**src/rtl/hiscore_pkg.sv**
```systemverilog
// Shared definitions for the high-score upload path.
package hiscore_pkg;

  localparam logic [7:0] UP_INDEX_DEF = 8'd4;

  typedef enum logic [2:0] {
    IDLE,
    PAUSE,
    READY,
    FETCH,
    LATCH,
    RELEASE
  } state_t;

endpackage

```
**src/rtl/hiscore_uploader.sv**
```systemverilog
// Serves game-RAM bytes to the HPS during an ioctl upload session.
// Before touching RAM it halts the game CPU, keeps one strobe in reserve,
// and answers out-of-range addresses with 8'hFF without stalling.
module hiscore_uploader
  import hiscore_pkg::*;
#(
  parameter int unsigned RAM_AW    = 10,
  parameter int unsigned DUMP_SIZE = 1024,
  parameter logic [7:0]  UP_INDEX  = UP_INDEX_DEF
) (
  input  logic              clk_sys,
  input  logic              reset,
  input  logic              ioctl_upload,
  input  logic              ioctl_rd,
  input  logic [24:0]       ioctl_addr,
  input  logic [7:0]        ioctl_index,
  output logic [7:0]        ioctl_din,
  output logic              ioctl_wait,
  output logic              cpu_pause,
  input  logic              pause_ack,
  output logic [RAM_AW-1:0] ram_addr,
  output logic              ram_rd,
  input  logic [7:0]        ram_q,
  output logic              busy
);

  localparam logic [24:0] DUMP_LIM = 25'(DUMP_SIZE);

  state_t            state, state_n;
  logic              qual, qual_q, fall;
  logic              rd_act, rd_in, rd_oob;
  logic              pend_v, pend_v_n;
  logic [RAM_AW-1:0] pend_addr, pend_addr_n;
  logic              redo, redo_n;
  logic              issue, latch, rd_direct;
  logic [RAM_AW-1:0] issue_addr;

  assign qual   = ioctl_upload && (ioctl_index == UP_INDEX);
  assign fall   = qual_q && !qual;
  assign rd_act = qual && ioctl_rd && (state inside {PAUSE, READY, FETCH, LATCH});
  // Range check on the full address; truncation happens only when issuing.
  assign rd_in  = rd_act && (ioctl_addr < DUMP_LIM);
  assign rd_oob = rd_act && !(ioctl_addr < DUMP_LIM);

  assign busy       = (state != IDLE);
  assign cpu_pause  = state inside {PAUSE, READY, FETCH, LATCH};
  assign ioctl_wait = (state inside {PAUSE, FETCH, LATCH}) ||
                      ((state == READY) && (pend_v || redo));

  // Next-state, read issue and captured-strobe slot bookkeeping.
  always_comb begin
    state_n     = state;
    issue       = 1'b0;
    issue_addr  = ram_addr;
    latch       = 1'b0;
    rd_direct   = 1'b0;
    redo_n      = redo;
    pend_v_n    = pend_v;
    pend_addr_n = pend_addr;
    case (state)
      IDLE: if (qual && !qual_q) state_n = PAUSE;
      PAUSE: begin
        if (fall)           state_n = RELEASE;
        else if (pause_ack) state_n = READY;
      end
      READY: begin
        if (fall)            state_n = RELEASE;
        else if (!pause_ack) state_n = PAUSE;
        else if (redo) begin
          // ram_addr still holds the interrupted address.
          issue   = 1'b1;
          redo_n  = 1'b0;
          state_n = FETCH;
        end else if (pend_v) begin
          issue      = 1'b1;
          issue_addr = pend_addr;
          pend_v_n   = 1'b0;
          state_n    = FETCH;
        end else if (rd_in) begin
          issue      = 1'b1;
          issue_addr = ioctl_addr[RAM_AW-1:0];
          rd_direct  = 1'b1;
          state_n    = FETCH;
        end
      end
      FETCH, LATCH: begin
        if (fall) state_n = RELEASE;
        else if (!pause_ack) begin
          redo_n  = 1'b1;
          state_n = PAUSE;
        end else if (state == FETCH) begin
          state_n = LATCH;
        end else begin
          latch   = 1'b1;
          state_n = READY;
        end
      end
      RELEASE: state_n = IDLE;
      default: state_n = IDLE;
    endcase
    // Slot freed by this cycle's issue can take a strobe arriving now.
    if (rd_in && !rd_direct && !pend_v_n) begin
      pend_v_n    = 1'b1;
      pend_addr_n = ioctl_addr[RAM_AW-1:0];
    end
    if (state_n == RELEASE) begin
      pend_v_n = 1'b0;
      redo_n   = 1'b0;
    end
  end

  // State, edge detect, strobe slot and RAM/HPS output registers.
  always_ff @(posedge clk_sys or posedge reset) begin
    if (reset) begin
      state     <= IDLE;
      qual_q    <= 1'b1;  // a session already running at reset needs a fresh edge
      pend_v    <= 1'b0;
      pend_addr <= '0;
      redo      <= 1'b0;
      ram_rd    <= 1'b0;
      ram_addr  <= '0;
      ioctl_din <= '0;
    end else begin
      state     <= state_n;
      qual_q    <= qual;
      pend_v    <= pend_v_n;
      pend_addr <= pend_addr_n;
      redo      <= redo_n;
      ram_rd    <= issue;
      if (issue) ram_addr <= issue_addr;
      if (latch)       ioctl_din <= ram_q;
      else if (rd_oob) ioctl_din <= 8'hFF;
    end
  end

endmodule

```
**config.mk**
```make
export PLATFORM = sky130hd
export DESIGN_NAME = hiscore_uploader
export DESIGN_NICKNAME = d
export VERILOG_FILES = /design/src/rtl/hiscore_pkg.sv /design/src/rtl/hiscore_uploader.sv
export SDC_FILE = /design/constraint.sdc
export NUM_CORES = 1
export LEC_CHECK = 0
export CAP_MARGIN = 20
export CORE_MARGIN = 2
export CORE_UTILIZATION = 45
export CTS_CLUSTER_DIAMETER = 80
export CTS_CLUSTER_SIZE = 10
export DETAILED_ROUTE_END_ITERATION = 8
export GPL_TIMING_DRIVEN = 0
export HOLD_SLACK_MARGIN = 0.06
export PLACE_DENSITY_LB_ADDON = 0.12
export SLEW_MARGIN = 5
export SYNTH_ARGS = -nofsm -noshare
export SYNTH_HDL_FRONTEND = slang
export SYNTH_SLANG_ARGS = --single-unit
```
**constraint.sdc**
```tcl
create_clock -name clk_sys -period 2.1 [get_ports clk_sys]
set_clock_uncertainty 0.05 [all_clocks]
set_input_delay 0.42 -clock clk_sys [delete_from_list [all_inputs] [get_ports clk_sys]]
set_output_delay 0.42 -clock clk_sys [all_outputs]
set_load 0.005 [all_outputs]
```
### Word-level counts from Yosys, hierarchy flattened

Cells that the tools add are included.

| word-level totals | value |
|---|---|
| register bits | 35 |
| input port bits | 46 |
| output and inout port bits | 22 |
| logic and storage cells | 91 |

| cells by class | value |
|---|---|
| magnitude comparators | 1 |
| eq/ne operators | 10 |
| muxes and demuxes | 43 |
| bitwise operators | 2 |
| reduce and logical (&&, ||, !) cells | 27 |

Operators with widths:

| kind | count |
|---|---|
| two-way mux 3 bit | 11 |
| two-way mux 1 bit | 26 |
| less-than comparator 25 x 11 -> 1 bit (second input constant) | 1 |
| two-way mux 10 bit | 2 |
| two-way mux 8 bit | 2 |
| case mux 3 bit (4 select lines) | 1 |
| logical AND 1 bit | 10 |
| nonzero test 3 bit | 3 |
| equality test 8 x 3 -> 1 bit (second input constant) | 1 |
| equality test 3 x 2 -> 1 bit (second input constant) | 2 |
| equality test 3 bit (second input constant) | 2 |
| != test 3 x 2 -> 1 bit (second input constant) | 2 |
| != test 3 bit (second input constant) | 2 |
| AND reduction 6 bit | 1 |
| logical NOT 1 bit | 5 |
| AND reduction 5 bit | 1 |
| nonzero test 2 bit | 2 |
| nonzero test 4 bit | 1 |
| equality test 3 x 1 -> 1 bit (second input constant) | 1 |
| logical NOT 3 bit | 1 |
| logical OR 1 bit | 2 |
| inverter 1 bit | 2 |
| case mux 1 bit (2 select lines) | 1 |
| OR reduction 2 bit | 1 |

### Longest topological paths before layout

Gate-level depths: netlist of run 1.

| logic depth | value |
|---|---|
| word-level depth | 16 |
| depth in mapped cells | 7 |

### Worst setup path before layout of run 1

OpenSTA, ideal clock, no wires.

| timing path | value |
|---|---|
| path kind | input to register |
| start point | in ioctl_index[4] |
| end point | reg pend_addr[0] |
| data arrival time | 2.074 ns |
| slack | -0.149 ns |
| stages on the path | 7 |
| path buffers | 2 |
| cells stage by stage | or4b_4 o31ai_2 buf_6 nand4_1 nand3b_1 buf_6 mux2_4 |

| between the ends | value |
|---|---|
| longest elaborated chain between the ends | 14 |

Ends and longest elaborated chain:

| item | line | source |
|---|---|---|
| from (decl) | hiscore_uploader.sv:16 | `input logic [7:0] ioctl_index,` |
| equality test 8 x 3 -> 1 bit (*) | hiscore_uploader.sv:38 | `assign qual = ioctl_upload && (ioctl_index == UP_INDEX);` |
| logical AND 1 bit (*) | hiscore_uploader.sv:38 |  |
| logical AND 1 bit (2 in series) | hiscore_uploader.sv:40 | `assign rd_act = qual && ioctl_rd && (state inside {PAUSE, READY, FETCH, LATCH});` |
| logical AND 1 bit | hiscore_uploader.sv:42 | `assign rd_in = rd_act && (ioctl_addr < DUMP_LIM);` |
| two-way mux 1 bit | hiscore_uploader.sv:79 | `end else if (rd_in) begin` |
| two-way mux 1 bit | hiscore_uploader.sv:74 | `end else if (pend_v) begin` |
| two-way mux 1 bit | hiscore_uploader.sv:69 | `else if (redo) begin` |
| two-way mux 1 bit | hiscore_uploader.sv:68 | `else if (!pause_ack) state_n = PAUSE;` |
| two-way mux 1 bit | hiscore_uploader.sv:67 | `if (fall) state_n = RELEASE;` |
| two-way mux 1 bit | hiscore_uploader.sv:60 | `case (state)` |
| logical NOT 1 bit | hiscore_uploader.sv:102 | `if (rd_in && !rd_direct && !pend_v_n) begin` |
| logical AND 1 bit | hiscore_uploader.sv:102 |  |
| logical AND 1 bit (*) | hiscore_uploader.sv:102 |  |
| to (signal assigned) | hiscore_uploader.sv:127 | `pend_addr <= pend_addr_n;` |
| to (decl) | hiscore_uploader.sv:33 | `logic [RAM_AW-1:0] pend_addr, pend_addr_n;` |

Every way passes the cells marked *; elsewhere a longest branch is shown, timed or not.
A chain may end at the register's enable or synchronous reset.

### Worst setup path after layout of run 1

| timing path | value |
|---|---|
| start point | in ioctl_index[7] |
| end point | reg pend_addr[2] |

| between the ends | value |
|---|---|
| longest elaborated chain between the ends | 14 |

Ends and longest elaborated chain:

| item | line | source |
|---|---|---|
| equality test 8 x 3 -> 1 bit (*) | hiscore_uploader.sv:38 |  |
| logical AND 1 bit (*) | hiscore_uploader.sv:38 |  |
| via qual | hiscore_uploader.sv:30 | `logic qual, qual_q, fall;` |
| logical AND 1 bit (2 in series) | hiscore_uploader.sv:40 |  |
| logical AND 1 bit | hiscore_uploader.sv:42 |  |
| two-way mux 1 bit | hiscore_uploader.sv:79 |  |
| two-way mux 1 bit | hiscore_uploader.sv:74 |  |
| two-way mux 1 bit | hiscore_uploader.sv:69 |  |
| two-way mux 1 bit | hiscore_uploader.sv:68 |  |
| two-way mux 1 bit | hiscore_uploader.sv:67 |  |
| two-way mux 1 bit | hiscore_uploader.sv:60 |  |
| logical NOT 1 bit | hiscore_uploader.sv:102 |  |
| logical AND 1 bit | hiscore_uploader.sv:102 |  |
| logical AND 1 bit (*) | hiscore_uploader.sv:102 |  |

The timed path passes the listed nets; every way through them passes the cells marked *.

==> flow_metrics.tcl, run 1 <==
set metrics [dict create \
    status "finished with violations" \
    failed_checks "setup timing" \
    powerDensity_nw_per_um2 827.3 \
    drtAntennaViolNets 0 \
    drc_errors 0 \
    drv_slew 0 \
    rsz0062_at_grt "yes" \
    critPathBufInv 2 \
    worst_pin_slew_ps 608.5 \
    rr_endpoint "pend_addr[2]" \
    hold_viol_final 0 \
    path_max_fanout 5 \
    path_cells "buf_6, or4b_4, nor3_4, and4_1, nand3b_1, buf_6, mux2_4" \
    grt_pass1_wl_mm 8.562 \
    antenna_found_initial 0 \
    routed_wirelength_mm 5.406 \
    hp-class "primary input to flip-flop" \
    irDropWorstVdd_v 0.0003685 \
    post-place-cells 281 \
    fmax_mhz 468.1 \
    port_buffers 66 \
    die_w_microns 68.93 \
    worstSetupStartpointType "primary input" \
    power_switching_w 0.0008021 \
    synth_cells 164 \
    synth_edf_count 0 \
    internal_power_w 0.001682 \
    setup_viol 11 \
    cts_buffers 5 \
    fp-row-count 23 \
    ff2ff_setup_slack_ps -10 \
    swShare 0.3229 \
    power_frac_comb 0.420 \
    drive_above_1_share 0.3031 \
    die_y_microns 68.93 \
    cts_sinks 35 \
    setup.worst_path.end "pend_addr[2]" \
    design.die.area_sq_um 4751 \
    clkLatencyLatePin_ps 290 \
    path_depth 7 \
    fin_crit_sh 1.017 \
    flow.area_growth_from_synthesis_pct 58.31 \
    hpwl_mm 3.540 \
    synth_mux_area_frac 0.07916 \
    synthAdderAreaFrac 0.005277 \
    synthXorXnorAreaFrac 0.009235 \
    ys_ff_latch 35 \
    required_ps 2220 \
    synth.distinct_cells 49 \
    top_level_ports 68 \
    cts_tree "built" \
    power_leakage_nw 1.326 \
    h-tree-depth 2 \
    syn_area_per_cell_sq_um 11.57 \
    drt_iter0_drc 151 \
    power_w 0.002484 \
    track_usage 0.2477 \
    gr-total-overflow 0 \
    gp_congestion 0.7721 \
    cp_top_family "simple AND/OR/NAND/NOR gates" \
    synth_top_family_by_area "simple AND/OR/NAND/NOR gates" \
    fin_util 0.7453 \
    startpoint "ioctl_index[7]" \
    crit_slowest_cell "or4b_4" \
    n_antenna_cell 0 \
    syn_area_sq_um 1897 \
    p_seq_frac 0.381 \
    grt_start_max_net_pins 23 \
    final_nets 300 \
    yosysSeqAreaShare 0.4624 \
    arrival_ps 2260 \
    min_period_ps 2136 \
    finalSetupTns_ps -264.8 \
    cts-root-buf "clkbuf_8" \
    timing.slew.headroom 0.5939 \
    ys_async_sr_fraction 1.000 \
    wire_per_inst_microns 17.78 \
    synth_compound_gate_area_share 0.1827 \
    instances_no_fill 304 \
    core_sq_um 4029 \
    clk_pin_slew_ps 70 \
    critPathCaptureType "flip-flop" \
    clkPwrFrac 0.199 \
    slowest_delay_ps 570 \
    cap_viol_max_count 0 \
    path_class "primary input to flip-flop" \
    preCtsSetupSlack_ps -674.1 \
    initial_core_util 0.4708 \
    dr.pass1.iters 4 \
    setup_ws_ps -36.42 \
    grt_pass1_vias 1836 \
    ys.flop_type "dfrtp_1" \
    cpMostUsedCell "buf_6" \
    rr_worst_depth 7 \
    synthSimpleGateAreaFrac 0.2065 \
    syn_nets 210 \
    cts_buffer_depth 2 \
    regToRegStartpoint "state[2]" \
    vias_per_cell 5.796 \
    yosysWarningCount 0 \
    detailroute.via_count 1762 \
]
cell usage after synthesis, types with 4 or more instances:
library cell	number	area, sq um
o22a_1	8	70.07
nor2_1	16	60.06
dfrtp_1	34	850.8
o32ai_1	7	61.31
a211oi_1	8	60.06
nand2_1	4	15.01
nor3_1	8	40.04
nand2b_1	5	31.28
mux2_4	10	150.1
buf_6	5	56.30
logic make-up after synthesis:
logic type,after synthesis
compound gates,43
xor+xnor,2
fa+ha+maj,1
buf+inv,13
flops,35
mux,10
simple gates,60
power groups by stage:
stage	Clock, W	Sequential [W]	Combinational [W]
finish	0.000494	0.000947	0.00104
global route	0.000544	0.000970	0.00114
CTS	0.000506	0.000944	0.000999
detailed placement	0	0.000948	0.000942
global placement	0	0.000934	0.000908
floorplan	0	0.000936	0.000438
registers in the layout, summed over array words and instances (netlist names):
name and flops:
qual_q 1, state 3, redo 1, ram_rd 1, pend_v 1, pend_addr 10, ram_addr 10, ioctl_din 8
repair_timing:
action / 4_1_cts / 5_1_grt
gates resized for setup: 44 / 21
hold buffers: 0 / 0
setup buffers: 10 / 5
gates cloned: 1 / 0
endpoints found under the hold margin: 0 / 0
setup endpoints to repair: 34 / 24
pin swaps: 12 / 15
per-stage QoR:
stage          hold slack, ps  cell area [sq um]
6_report                392.1               3003
4_1_cts                 357.5               2888
3_3_place_gp            419.3               2644
5_1_grt                 411.2               3003
2_1_floorplan           431.8               1921
3_5_place_dp            438.1               2671
worst min-delay path, cell delays in order:
cell and delay (ps):
buf_6 130, nand2_1 90, nor2b_1 50
per-layer routing:
metal | track usage | vias to the layer above | part of all wire
met3 | 0.06331 | 11 | 0.060
met4 | 0.09069 | 0 | 0.014
li1 | - | 800 | -
met5 | 0 | - | 0
met2 | 0.4291 | 82 | 0.51
met1 | 0.2956 | 869 | 0.41
area by class of cell:
type / count / area (sq um)
buffer: 11 / 111.4
clock buffer: 6 / 82.58
clock inverter: 1 / 5.005
fill: 270 / 1026
inverter: 2 / 7.507
multi-input combinational: 116 / 1032
sequential: 35 / 879.6
tap: 50 / 62.56
timing repair buffer: 83 / 822.0
how the worst min path moves through the flow:
stage                      start      endpoint  slack [ps]  depth (start not counted)
global route           pause_ack        ram_rd         410                          3
floorplan           pend_addr[9]  pend_addr[9]         430                          1
finish                 pause_ack        ram_rd         390                          3
detailed placement  ioctl_din[3]  ioctl_din[3]         440                          1
CTS                    pause_ack        ram_rd         360                          3
global placement    ioctl_din[5]  ioctl_din[5]         420                          1
layout by cell type (no fill, tap or decap), drive strengths merged, types with 3 or more instances in the layout:
| cell type | n |
|---|---|
| nor4 | 3 |
| o2bb2ai | 3 |
| buf | 29 |
| dlymetal6s2s | 8 |
| clkdlybuf4s15 | 4 |
| o32ai | 7 |
| and3 | 3 |
| nand2 | 4 |
| clkbuf | 7 |
| mux2 | 10 |
| dfrtp | 34 |
| a21oi | 3 |
| nand4 | 3 |
| nor3 | 9 |
| o22a | 8 |
| o21ai | 4 |
| clkdlybuf4s50 | 44 |
| nor2 | 17 |
| nand2b | 5 |
| nor2b | 3 |
| or2b | 3 |
| a211oi | 8 |
| a2bb2oi | 3 |
| dlygate4sd2 | 7 |
Note: power is estimated with default switching activity, not from simulation.
==> run 2, diff against run 1 <==
--- a/config.mk
+++ b/config.mk
@@ -14,7 +14,7 @@
 export GPL_TIMING_DRIVEN = 0
 export HOLD_SLACK_MARGIN = 0.06
 export PLACE_DENSITY_LB_ADDON = 0.12
-export SLEW_MARGIN = 5
+export SLEW_MARGIN = 20
 export SYNTH_ARGS = -nofsm -noshare
 export SYNTH_HDL_FRONTEND = slang
 export SYNTH_SLANG_ARGS = --single-unit
==> constraint.sdc (replaced) <==
create_clock -name clk_sys -period 2.1 [get_ports clk_sys]
set_clock_uncertainty 0.05 [all_clocks]
set_input_delay 0.42 -clock clk_sys [delete_from_list [all_inputs] [get_ports clk_sys]]
set_output_delay 0.42 -clock clk_sys [all_outputs]
set_load 0.01 [all_outputs]
==> run 2 against run 1 <==
The flow now finishes without violations. Total power grew 5.4%. Register-to-register slack gained 30 ps. Global-route usage shrank 0.74 points. Worst hold slack lost 23 ps. Via count shrank 1.8%. First-iteration DRC count shrank 2.6%. Count of clock-buffer cells in the layout grew 2. Sequential share of layout area grew 0.38 points. Cell count grew 0.33%. Non-clock buffer count is the same. Clock power grew 10%. Critical path type unchanged.
==> flow_metrics.tcl, run 2 (synthesized netlist as in run 1, its figures left out) <==
set metrics [dict create \
    cts_buffer_depth 2 \
    design.die.area_sq_um 4751 \
    top_level_ports 68 \
    timing.slew.headroom 0.5090 \
    clkLatencyLatePin_ps 280 \
    holdPathStages 3 \
    port_buffers 66 \
    cts_sinks 35 \
    power_switching_w 0.0008661 \
    n_antenna_cell 0 \
    track_usage 0.2403 \
    grt_pass1_vias 1803 \
    path_class "primary input to flip-flop" \
    fin_crit_sh 0.9928 \
    die_y_microns 68.93 \
    gp_congestion 0.7721 \
    flow.area_growth_from_synthesis_pct 56.27 \
    path_max_fanout 5 \
    clkPwrFrac 0.208 \
    cts_buffers 5 \
    setup_ws_ps 15.20 \
    required_ps 2220 \
    post-place-cells 280 \
    power_leakage_nw 1.333 \
    holdPathEnd "ram_rd" \
    core_sq_um 4029 \
    routed_wirelength_mm 5.283 \
    clk_pin_slew_ps 70 \
    rr_endpoint "pend_addr[2]" \
    cts_tree "built" \
    drv_slew 0 \
    antenna_found_initial 0 \
    hp-class "primary input to flip-flop" \
    arrival_ps 2210 \
    irDropWorstVdd_v 0.0005325 \
    final_nets 300 \
    powerDensity_nw_per_um2 883.4 \
    critPathCaptureType "flip-flop" \
    hold_viol_final 0 \
    swShare 0.3308 \
    rsz0062_at_grt "yes" \
    reg.largest.list "pend_addr: 10 flops, ram_addr: 10 flops, ioctl_din: 8 flops" \
    instances_no_fill 305 \
    cts-root-buf "clkbuf_8" \
    regToRegStartpoint "state[0]" \
    grt_start_max_net_pins 36 \
    drive_above_1_share 0.2902 \
    drtAntennaViolNets 0 \
    fmax_mhz 479.7 \
    internal_power_w 0.001752 \
    vias_per_cell 5.672 \
    dr.pass1.iters 4 \
    worst_pin_slew_ps 735.4 \
    grt_pass1_wl_mm 8.335 \
    hpwl_mm 3.426 \
    initial_core_util 0.4708 \
    detailroute.via_count 1730 \
    die_w_microns 68.93 \
    power_frac_comb 0.432 \
    ff2ff_setup_slack_ps 20 \
    layout_commonest_cell "clkdlybuf4s50_1" \
    fp-row-count 23 \
    final_cell_area_sq_um 2964 \
    worstHoldStart "pause_ack" \
    status "completed" \
    wire_per_inst_microns 17.32 \
    worstSetupStartpointType "primary input" \
    holdWs_ps 368.8 \
    drc_errors 0 \
    layout_common_cells "45 x clkdlybuf4s50_1, 32 x dfrtp_1, 17 x buf_4, 15 x nor2_1" \
    setup_viol 0 \
    holdBufCountCts 0 \
    rr_worst_depth 7 \
    cap_viol_max_count 0 \
    min_period_ps 2085 \
    gr-total-overflow 0 \
    drt_iter0_drc 147 \
    placed_area_sq_um 2644 \
    h-tree-depth 2 \
    p_seq_frac 0.360 \
    preCtsSetupSlack_ps -652.6 \
]
[run 2: cell types whose count changed in the layout (fill, tap and decap cells not counted), moves of 2 or more]
cell	delta
buf_4	+3
buf_6	-2
dlygate4sd2_1	-2
dlymetal6s2s_1	+2
nor4_1	+2
nor4_2	-2
[run 2: per-stage QoR]
stage | utilization | power [W] | setup TNS (ps)
final | 0.7357 | 0.002619 | 0
after global routing | 0.7357 | 0.002773 | -109.3
after CTS | 0.7096 | 0.002523 | -299.6
after detailed placement | 0.6562 | 0.001937 | -18850
after global placement | 0.6562 | 0.001904 | -16590
after floorplan | - | 0.001433 | -794.4
[run 2: worst max-delay path, cell delays in order]
cell      delay (ps)
buf_6             90
or4b_4           570
o31ai_4          220
buf_6            160
nand4_1           80
nand3b_1         190
buf_6            170
mux2_4           310
[run 2: worst max-delay path by stage]
stage	to	startpoint	slack [ps]
floorplan	pend_addr[0]	ioctl_index[6]	-80
global placement	pend_addr[0]	ioctl_addr[22]	-580
detailed placement	pend_addr[2]	ioctl_addr[23]	-650
CTS	pend_addr[2]	ioctl_index[4]	-40
global route	pend_addr[2]	state[1]	-20
finish	pend_addr[2]	ioctl_index[7]	20
[run 2: what timing repair did]
item / in CTS / in global routing
cloned: 1 / 0
endpoints found under the setup margin: 34 / 33
resized for setup: 32 / 23
pin swaps: 11 / 13
setup buffers: 10 / 7
[run 2: final cells by class]
class	count	area, sq um
fillers	278	1065
multi-input cells	116	996.0
flip-flops and latches	35	879.6
repair buffers	84	822.0
clock buffers	8	100.1
plain buffers	10	96.34
well taps	50	62.56
inverters	2	7.507
[run 2: routing by layer]
layer  share of wire  global-route usage
met1            0.42              0.2929
met2            0.49              0.4087
met3           0.072             0.05519
met4           0.017             0.09804
met5               0                   0
[run 2: power groups by stage]
stage,Clock (W),Combinational [W],Sequential (W)
final,0.000545,0.00113,0.000943
after global routing,0.000587,0.00122,0.000962
after CTS,0.000551,0.00103,0.000937
after detailed placement,0,0.000995,0.000943
after global placement,0,0.000969,0.000934
after floorplan,0,0.000451,0.000981
==> run 3, diff against run 2 <==
--- a/config.mk
+++ b/config.mk
@@ -14,6 +14,7 @@
 export GPL_TIMING_DRIVEN = 0
 export HOLD_SLACK_MARGIN = 0.06
 export PLACE_DENSITY_LB_ADDON = 0.12
+export SKIP_LAST_GASP = 1
 export SLEW_MARGIN = 20
 export SYNTH_ARGS = -nofsm -noshare
 export SYNTH_HDL_FRONTEND = slang
==> run 3 against run 2 <==
The flow now finishes with violations (setup timing). Core utilization down 0.90 points. Sequential cell count unchanged. Total power is 1.9% lower. Count of clock-buffer cells in the layout unchanged. Via count shrank 1.8%. Critical path depth is 1 lower. Register-to-register slack lost 20 ps. Final area decreased by 1.2%. Non-clock buffer count is 4 lower. Cell count shrank 1.3%. Combinational power decreased by 4%. Sequential power hardly changed. Largest cell class unchanged. Largest power group unchanged. Highest routed layer unchanged.
==> flow_metrics.tcl, run 3 (synthesized netlist as in run 1, its figures left out) <==
set metrics [dict create \
    status "finished with violations" \
    failed_checks "setup timing" \
    path_cells "clkdlybuf4s50_1, nor4_1, and4_1, and4_1, nand3b_1, buf_6, mux2_4" \
    die_y_microns 68.93 \
    powerDensity_nw_per_um2 877.0 \
    rsz0062_at_grt "yes" \
    path_max_fanout 5 \
    drv_slew 0 \
    slowest_delay_ps 400 \
    holdBufCountCts 0 \
    gp_congestion 0.7721 \
    flow.area_growth_from_synthesis_pct 54.35 \
    critPathCaptureType "flip-flop" \
    required_ps 2220 \
    fin_crit_sh 1.001 \
    wire_per_inst_microns 16.87 \
    timing.slew.headroom 0.5096 \
    power_w 0.002568 \
    grt_start_max_net_pins 36 \
    ff2ff_setup_slack_ps -2 \
    cts-root-buf "clkbuf_8" \
    startpoint "ioctl_addr[21]" \
    setup.worst_path.end "pend_addr[2]" \
    cts_buffer_depth 2 \
    top_level_ports 68 \
    path_class "primary input to flip-flop" \
    crit_slowest_cell "clkdlybuf4s50_1" \
    clk_pin_slew_ps 70 \
    fill_cells 283 \
    regToRegStartpoint "state[0]" \
    n_antenna_cell 0 \
    hold_viol_final 0 \
    finalSetupTns_ps -2.272 \
    hp-class "primary input to flip-flop" \
    antenna_found_initial 0 \
    final_nets 296 \
    worst_pin_slew_ps 734.6 \
    drt_iter0_drc 108 \
    dr.pass1.iters 4 \
    grt_pass1_vias 1801 \
    fmax_mhz 475.7 \
    design.die.area_sq_um 4751 \
    port_buffers 66 \
    min_period_ps 2102 \
    hpwl_mm 3.426 \
    cts_sinks 35 \
    core_sq_um 4029 \
    h-tree-depth 2 \
    cap_viol_max_count 0 \
    detailroute.via_count 1699 \
    preCtsSetupSlack_ps -652.6 \
    fp-row-count 23 \
    vias_per_cell 5.645 \
    drc_errors 0 \
    gr-total-overflow 0 \
    track_usage 0.2403 \
    cts_tree "built" \
    clkLatencyLatePin_ps 280 \
    initial_core_util 0.4708 \
    die_w_microns 68.93 \
    routed_wirelength_mm 5.077 \
    layout_common_cells "48 x clkdlybuf4s50_1, 32 x dfrtp_1, 15 x nor2_1, 13 x buf_4, 10 x mux2_4" \
    grt_pass1_wl_mm 8.342 \
    setup_ws_ps -2.272 \
    irDropWorstVdd_v 0.0005191 \
    setup_viol 1 \
    drtAntennaViolNets 0 \
    cts_buffers 5 \
    cpMostUsedCell "and4_1" \
    rr_endpoint "pend_addr[2]" \
    fin_util 0.7267 \
    reg.largest.list "pend_addr: 10 flops, ram_addr: 10 flops, ioctl_din: 8 flops" \
    rr_worst_depth 7 \
    worstSetupStartpointType "primary input" \
    arrival_ps 2220 \
    layout_commonest_cell "clkdlybuf4s50_1" \
    power_leakage_nw 1.302 \
    drive_above_1_share 0.2749 \
]
==> run 3: cell types whose count changed in the layout (fill, tap and decap cells not counted), sizes merged <==
cell           before  now
buf                28   24
clkdlybuf4s15       3    2
clkdlybuf4s50      45   48
dlygate4sd2         5    4
dlymetal6s2s       10    9
==> run 3: cell type report <==
class                      instances  area [sq um]  area share
sequential                        35         879.6      0.3004
multi-input combinational        116         991.0      0.3385
buffer                            10         96.34     0.03291
timing repair buffer              80         790.8      0.2701
tap                               50         62.56     0.02137
inverter                           2         7.507    0.002564
clock buffer                       8         100.1     0.03419
==> run 3: worst min-delay path by stage <==
stage / from / end / slack (ps) / cells past startpoint
global placement: ioctl_din[5] / ioctl_din[5] / 420 / 1
detailed placement: ioctl_din[2] / ioctl_din[2] / 430 / 1
finish: pause_ack / ram_rd / 370 / 3
floorplan: pend_addr[9] / pend_addr[9] / 430 / 1
global route: pause_ack / ram_rd / 390 / 3
CTS: pause_ack / ram_rd / 360 / 3
==> run 3: repair_timing <==
action                                  in CTS  in global routing
endpoints found under the setup margin      34                 35
setup buffers                               10                  3
resized for setup                           29                 21
cloned                                       1                  0
pin swaps                                   11                 14
==> run 3: power by group <==
part / internal, W / leakage [nW] / switching [W]
logic: 0.000603 / 0.788 / 0.000480
clock network: 0.000299 / 0.0515 / 0.000243
registers: 0.000824 / 0.462 / 0.000119
==> run 3: through the flow <==
stage / std cells / hold WS [ps] / area [sq um]
2_1_floorplan: 164 / 431.8 / 1921
3_3_place_gp: 280 / 419.3 / 2644
3_5_place_dp: 280 / 428.5 / 2644
4_1_cts: 299 / 359.0 / 2859
5_1_grt: 301 / 386.3 / 2928
6_report: 301 / 367.1 / 2928
==> run 3: per-layer routing <==
layer | share of wire | GRT usage | routed length, microns
met5 | 0 | 0 | 0
met3 | 0.076 | 0.05519 | 385
met1 | 0.42 | 0.2929 | 2137
met2 | 0.48 | 0.4087 | 2460
met4 | 0.018 | 0.09804 | 93
==> run 3: worst max-delay path: cells and delay by family <==
| family | cells | cell delay, ps |
|---|---|---|
| buffers and inverters | 2 | 590 |
| muxes | 1 | 300 |
| and+or+nand+nor | 4 | 920 |
